### src/rtl/code_rd_responder.sv
// Code-memory read responder: accepts addresses, issues single-cycle memory reads and
// returns in-order responses through a small buffer. Optional macro: CODE_RD_RANGE_CHECK_EN.
module code_rd_responder #(
  parameter int FIFO_DEPTH = 4,
  parameter int MEM_WORDS  = 256,
  parameter int ADDR_W     = 16,
  parameter int CODE_W     = 32
) (
  input  logic              clk_i,
  input  logic              rst_i,
  input  logic [ADDR_W-1:0] rd_addr_i,
  input  logic              rd_addr_valid_i,
  output logic              rd_addr_ready_o,
  output logic              mem_req_o,
  output logic [ADDR_W-1:0] mem_addr_o,
  input  logic [CODE_W-1:0] mem_rdata_i,
  output logic [CODE_W-1:0] rd_data_o,
  output logic              rd_err_o,
  output logic              rd_data_valid_o,
  input  logic              rd_data_ready_i
);

  localparam int PW = $clog2(FIFO_DEPTH);
  localparam int CW = PW + 1;

  logic [CODE_W-1:0] data_mem [FIFO_DEPTH];
  logic [PW-1:0]     rptr;
  logic [PW-1:0]     wptr;
  logic [CW-1:0]     count;
  logic              infl;
  logic              accept;
  logic              pop;

  // Credit check counts the in-flight read so a returning word always has a free slot.
  assign rd_addr_ready_o = !rst_i && ((count + CW'(infl)) < CW'(FIFO_DEPTH));
  assign accept          = rd_addr_valid_i && rd_addr_ready_o;
  assign mem_addr_o      = rd_addr_i;
  assign rd_data_valid_o = (count != '0);
  assign pop             = rd_data_valid_o && rd_data_ready_i;
  assign rd_data_o       = rd_data_valid_o ? data_mem[rptr] : '0;

`ifdef CODE_RD_RANGE_CHECK_EN
  logic err_mem [FIFO_DEPTH];
  logic infl_err;
  logic addr_err;

  assign addr_err  = {1'b0, rd_addr_i} >= (ADDR_W + 1)'(MEM_WORDS);
  assign mem_req_o = accept && !addr_err;
  assign rd_err_o  = rd_data_valid_o && err_mem[rptr];

  always_ff @(posedge clk_i) begin
    if (rst_i) begin
      infl_err <= 1'b0;
    end else begin
      infl_err <= accept && addr_err;
    end
  end

  always_ff @(posedge clk_i) begin
    if (infl) begin
      data_mem[wptr] <= infl_err ? '0 : mem_rdata_i;
      err_mem[wptr]  <= infl_err;
    end
  end
`else
  assign mem_req_o = accept;
  assign rd_err_o  = 1'b0;

  always_ff @(posedge clk_i) begin
    if (infl) begin
      data_mem[wptr] <= mem_rdata_i;
    end
  end
`endif

  // Clearing the in-flight flag on reset drops any read data still returning from memory.
  always_ff @(posedge clk_i) begin
    if (rst_i) begin
      rptr  <= '0;
      wptr  <= '0;
      count <= '0;
      infl  <= 1'b0;
    end else begin
      infl  <= accept;
      count <= count + CW'(infl) - CW'(pop);
      if (infl) begin
        wptr <= wptr + 1'b1;
      end
      if (pop) begin
        rptr <= rptr + 1'b1;
      end
    end
  end

endmodule

### config.mk
export PLATFORM = sky130hd
export DESIGN_NAME = code_rd_responder
export DESIGN_NICKNAME = d
export VERILOG_FILES = /design/src/rtl/code_rd_responder.sv
export SDC_FILE = /design/constraint.sdc
export NUM_CORES = 1
export LEC_CHECK = 0
export BUFFER_PORTS_ARGS = -buffer_cell sky130_fd_sc_hd__buf_2
export CAP_MARGIN = 20
export CORE_ASPECT_RATIO = 0.7
export CORE_MARGIN = 1.5
export CORE_UTILIZATION = 35
export DETAILED_ROUTE_END_ITERATION = 10
export MAX_ROUTING_LAYER = met4
export PLACE_DENSITY = 0.59
export SETUP_SLACK_MARGIN = 0.05
export SLEW_MARGIN = 0
export SYNTH_ARGS = -nofsm -noshare
export SYNTH_HDL_FRONTEND = slang
export SYNTH_SLANG_ARGS = --single-unit
### constraint.sdc
create_clock -name clk_i -period 1.65 [get_ports clk_i]
set_input_delay 0.0825 -clock clk_i [delete_from_list [all_inputs] [get_ports clk_i]]
set_output_delay 0.0825 -clock clk_i [all_outputs]
set_load 0.01 [all_outputs]
# Yosys cells after proc, flatten, opt, wreduce, memory -nomap -nowiden
# Memories as Yosys holds them, arrays and structs flattened. A register that Yosys moved wholly into a read port is not among the register bits.
# Cells that the tools add are included.
# op_classes
reduce_logical	5
add_sub_neg	4
muxes	5
magnitude_cmp	1
# ops
op	n
two-way mux 32 bit	1
adder 2 x 1 -> 2 bit (second input constant)	2
two-way mux 2 bit	2
adder 3 x 1 -> 3 bit	1
logical AND 1 bit	3
< comparator 3 bit (second input constant)	1
nonzero test 3 bit	1
subtractor 3 x 1 -> 3 bit	1
two-way mux 1 bit	2
zero test 1 bit	1
# totals
register_bits	8
ramBits	128
out_inout_bits	52
input_bits	52
mem_count	1
elab_cells	20
# memory_table
memory	words	width	rd	rd_clocked_by_memory_dff	write_ports	line	source
data_mem	4	32	1	1	1	26	logic [CODE_W-1:0] data_mem [FIFO_DEPTH];

# Longest topological paths before layout
# logic_depth
ltp_word	4
depth_mapped	6
depth_no_buf	6

# Worst setup path before layout
# OpenSTA, ideal clock, no wires.
# synth_timing
kind	reg2reg
start	register wptr[0]
end	memory data_mem[2][0], enable pin
arrival_time_ps	1332
setup_ps	392
path_buffers	0
path_slack_ps	-74
synth_period_minus_slack_ps	1724
path_stages_with_launch	4
t_required_ps	1258
path_cell_list	dfxtp_1 inv_1 ha_1 and2_1
# synth_lines
element	line	source
start: declaration	28	logic [PW-1:0] wptr;
start signal: assignment	87	wptr <= wptr + 1'b1;
end: declaration	26	
# Straight into the memory's write port.

==> out/results.ini <==
[status]
outcome=finished with violations
violations=design-rule violations, negative setup slack

[critical_path]
crit_path_end_kind=primary output
crit_chain=buf_6 -> buf_12 -> mux4_2 -> and2_1 -> buf_2
critical_path_class=flip-flop to primary output
critical_path_peak_fanout=8
arrival_ns=1.79
rr_worst_depth=4
required_ns=1.57
cp_num_cells=5
start_kind=flip-flop
slowest_stage=mux4_2
r2r-start=wptr[0]
worst-path-buf-inv=3
crit_family=multiplexers
max_stage_delay_ns=0.49

[yosys]
synth_edf_count=128
avgSynthCellArea_um2=20.5
ys_seq_area_share_pct=73.4
yosysWarnings=0
yosys.area.top_type_share_pct=69.8
ys_ff_latch=138
syn_nets=329
synth_top_area_cell=edfxtp_1
synth-main-ff-cell=edfxtp_1
ys_async_sr_fraction_pct=0
syn_area_um2=5510
ys_types=24
syn_inst=269
synth_area_leaders=edfxtp_1 (70%), mux4_2 (12%), and2_1 (4.1%)

[pwr]
p_total_mw=11.8
p_leak_nw=2.58
power-per-cell-area_nw_per_um2=1610
max-vdd-ir-drop_v=0.000642

[timing]
tns_ns=-6.02
fin_crit_ns=1.87
hold_violations=0
slew_viol_final=0
fin_ws_ns=-0.223
max_clock_freq_mhz=534
setup_viol=32
rsz0062_at_grt=true
finalCritPeriodShare_pct=113
skew_ns=0.00829

[grt]
grt_max_degree=34
grt_pass1_vias=2896
grt_pass1_wl_um=15800
use_met3_pct=4.09
grtUsageMet2_pct=20.2
met1_usage_pct=17.7
antenna_found_initial=0
grt_usage_pct=13.4
grt-ovfl-total=0
busiest_layer=met2

[die]
core_um2=15500
die_y_um=108
dieArea_um2=16500
initial_utilization_pct=35.7
die_w_um=153
pin_count=104
fp-row-count=38

[clock_tree]
numCtsBuffers=17
cts_tree=done
clkTransAtPathRegs_ns=0.06
cts_root_buf=clkbuf_16
clk_latency_ns=0.40
htree_levels=4
cts_num_sinks=138
cts_buffer_depth=2

[layout]
final_area_um2=7330
diodes=0
syn_to_final_growth_pct=33.0
fin_nets=440
drive_gt1_share_pct=47.8
fill_cells=1297

[min_path]
min_path_type=primary input to flip-flop
hold-path-cell-count=3
hold_start=rd_data_ready_i

[place]
gp_congestion=0.737
numPortBuffers=70
place_hpwl_um=6040
postPlaceCellArea_um2=6030

[route]
route.vias.total=2764
wirelength_um=10600
ant_nets=0
dr.pass1.iters=7
wire_per_inst_um=17.8
drc=10
drt-initial-drc-count=187
via_per_inst=4.66

[flow_run]
cap_viol_max_count=0

## cell usage in the layout, fill, tap and decap left out, drive strengths merged, types with 3 or more instances in the layout
cell,n
edfxtp,128
buf,85
and2,36
dlygate4sd3,34
mux4,32
clkbuf,18
dfxtp,10
nor2,8
ha,8
inv,7
clkinv,6
mux2,3
bufinv,3
clkinvlp,3
## through the flow
step / cells / util, % / setup slack, ns / hold slack, ns
6_report: 593 / 47.4 / -0.223 / 0.139
3_5_place_dp: 522 / 39.1 / 0.124 / 0.165
4_1_cts: 591 / 46.5 / -0.280 / 0.132
3_3_place_gp: 522 / 39.1 / 0.115 / 0.165
5_1_grt: 593 / 47.4 / -0.294 / 0.143
2_1_floorplan: 269 / - / 0.258 / 0.181
## metal layers
layer | share of wire (%) | vias to the layer above
li1 | - | 1266
met1 | 49 | 1426
met2 | 47 | 67
met3 | 4.1 | 5
met4 | 0.38 | 0
met5 | 0 | -
## final timing paths
path,endpoint,slack [ns]
max,rd_data_o[6],-0.22
min,flip-flop,0.14
max reg2reg,data_mem[0][19],0.15
min reg2reg,flip-flop,0.57
## worst register-to-register path: stages (launching register included)
cell and delay (ns):
dfxtp_1 0.35, inv_1 0.10, ha_1 0.15, and2_2 0.34
buf_12 0.25
## Yosys cell counts, types with 2 or more instances
cell      number
edfxtp_1     128
clkbuf_1       4
and2_1        36
dfxtp_1       10
nor2_1         8
mux4_2        30
nor2b_1        2
inv_1          4
ha_1           8
buf_4         17
mux4_1         2
mux2_2         3
buf_12         3
buf_2          3
nor3b_1        2
## state kept, by name, summed over array words and instances (netlist names), named ones only
name      count
count         3
data_mem    128
infl          1
rptr          2
wptr          2
## layout make-up
cell class                      count  area [um^2]  share of cell area [%]
Inverter                            4         15.0                   0.205
Timing Repair Buffer              120         1080                    14.7
Clock inverter                     15          174                    2.37
Sequential cell                   138         4060                    55.4
Clock buffer                       17          425                    5.80
Tap cell                          200          250                    3.41
Multi-Input combinational cell     99         1330                    18.1
## kinds of logic after synthesis
group / count (synthesis) / share of synthesized area, %
adders and majority gates: 8 / 1.82
buffers and inverters: 32 / 4.43
DFF: 138 / 73.4
xor gates and xnor gates: 3 / 0.727
and+or+nand+nor: 49 / 5.25
muxes: 36 / 14.0
other: 1 / 0.0681
AOI/OAI and AO/OA: 2 / 0.318
## timing repair
item,CTS,global route
endpoints found under the hold margin,134,0
pin swaps,14,11
buffers inserted,3,0
gates cloned,0,2
hold buffers,34,0
resized for setup,48,24
setup endpoints to repair,35,35
## power by group
part	leakage [nW]	switching, mW	internal (mW)
clock network	0.285	1.42	2.38
registers	1.25	0.112	4.05
logic	1.05	1.61	2.24
No activity file was read; power rests on OpenSTA's default activity.
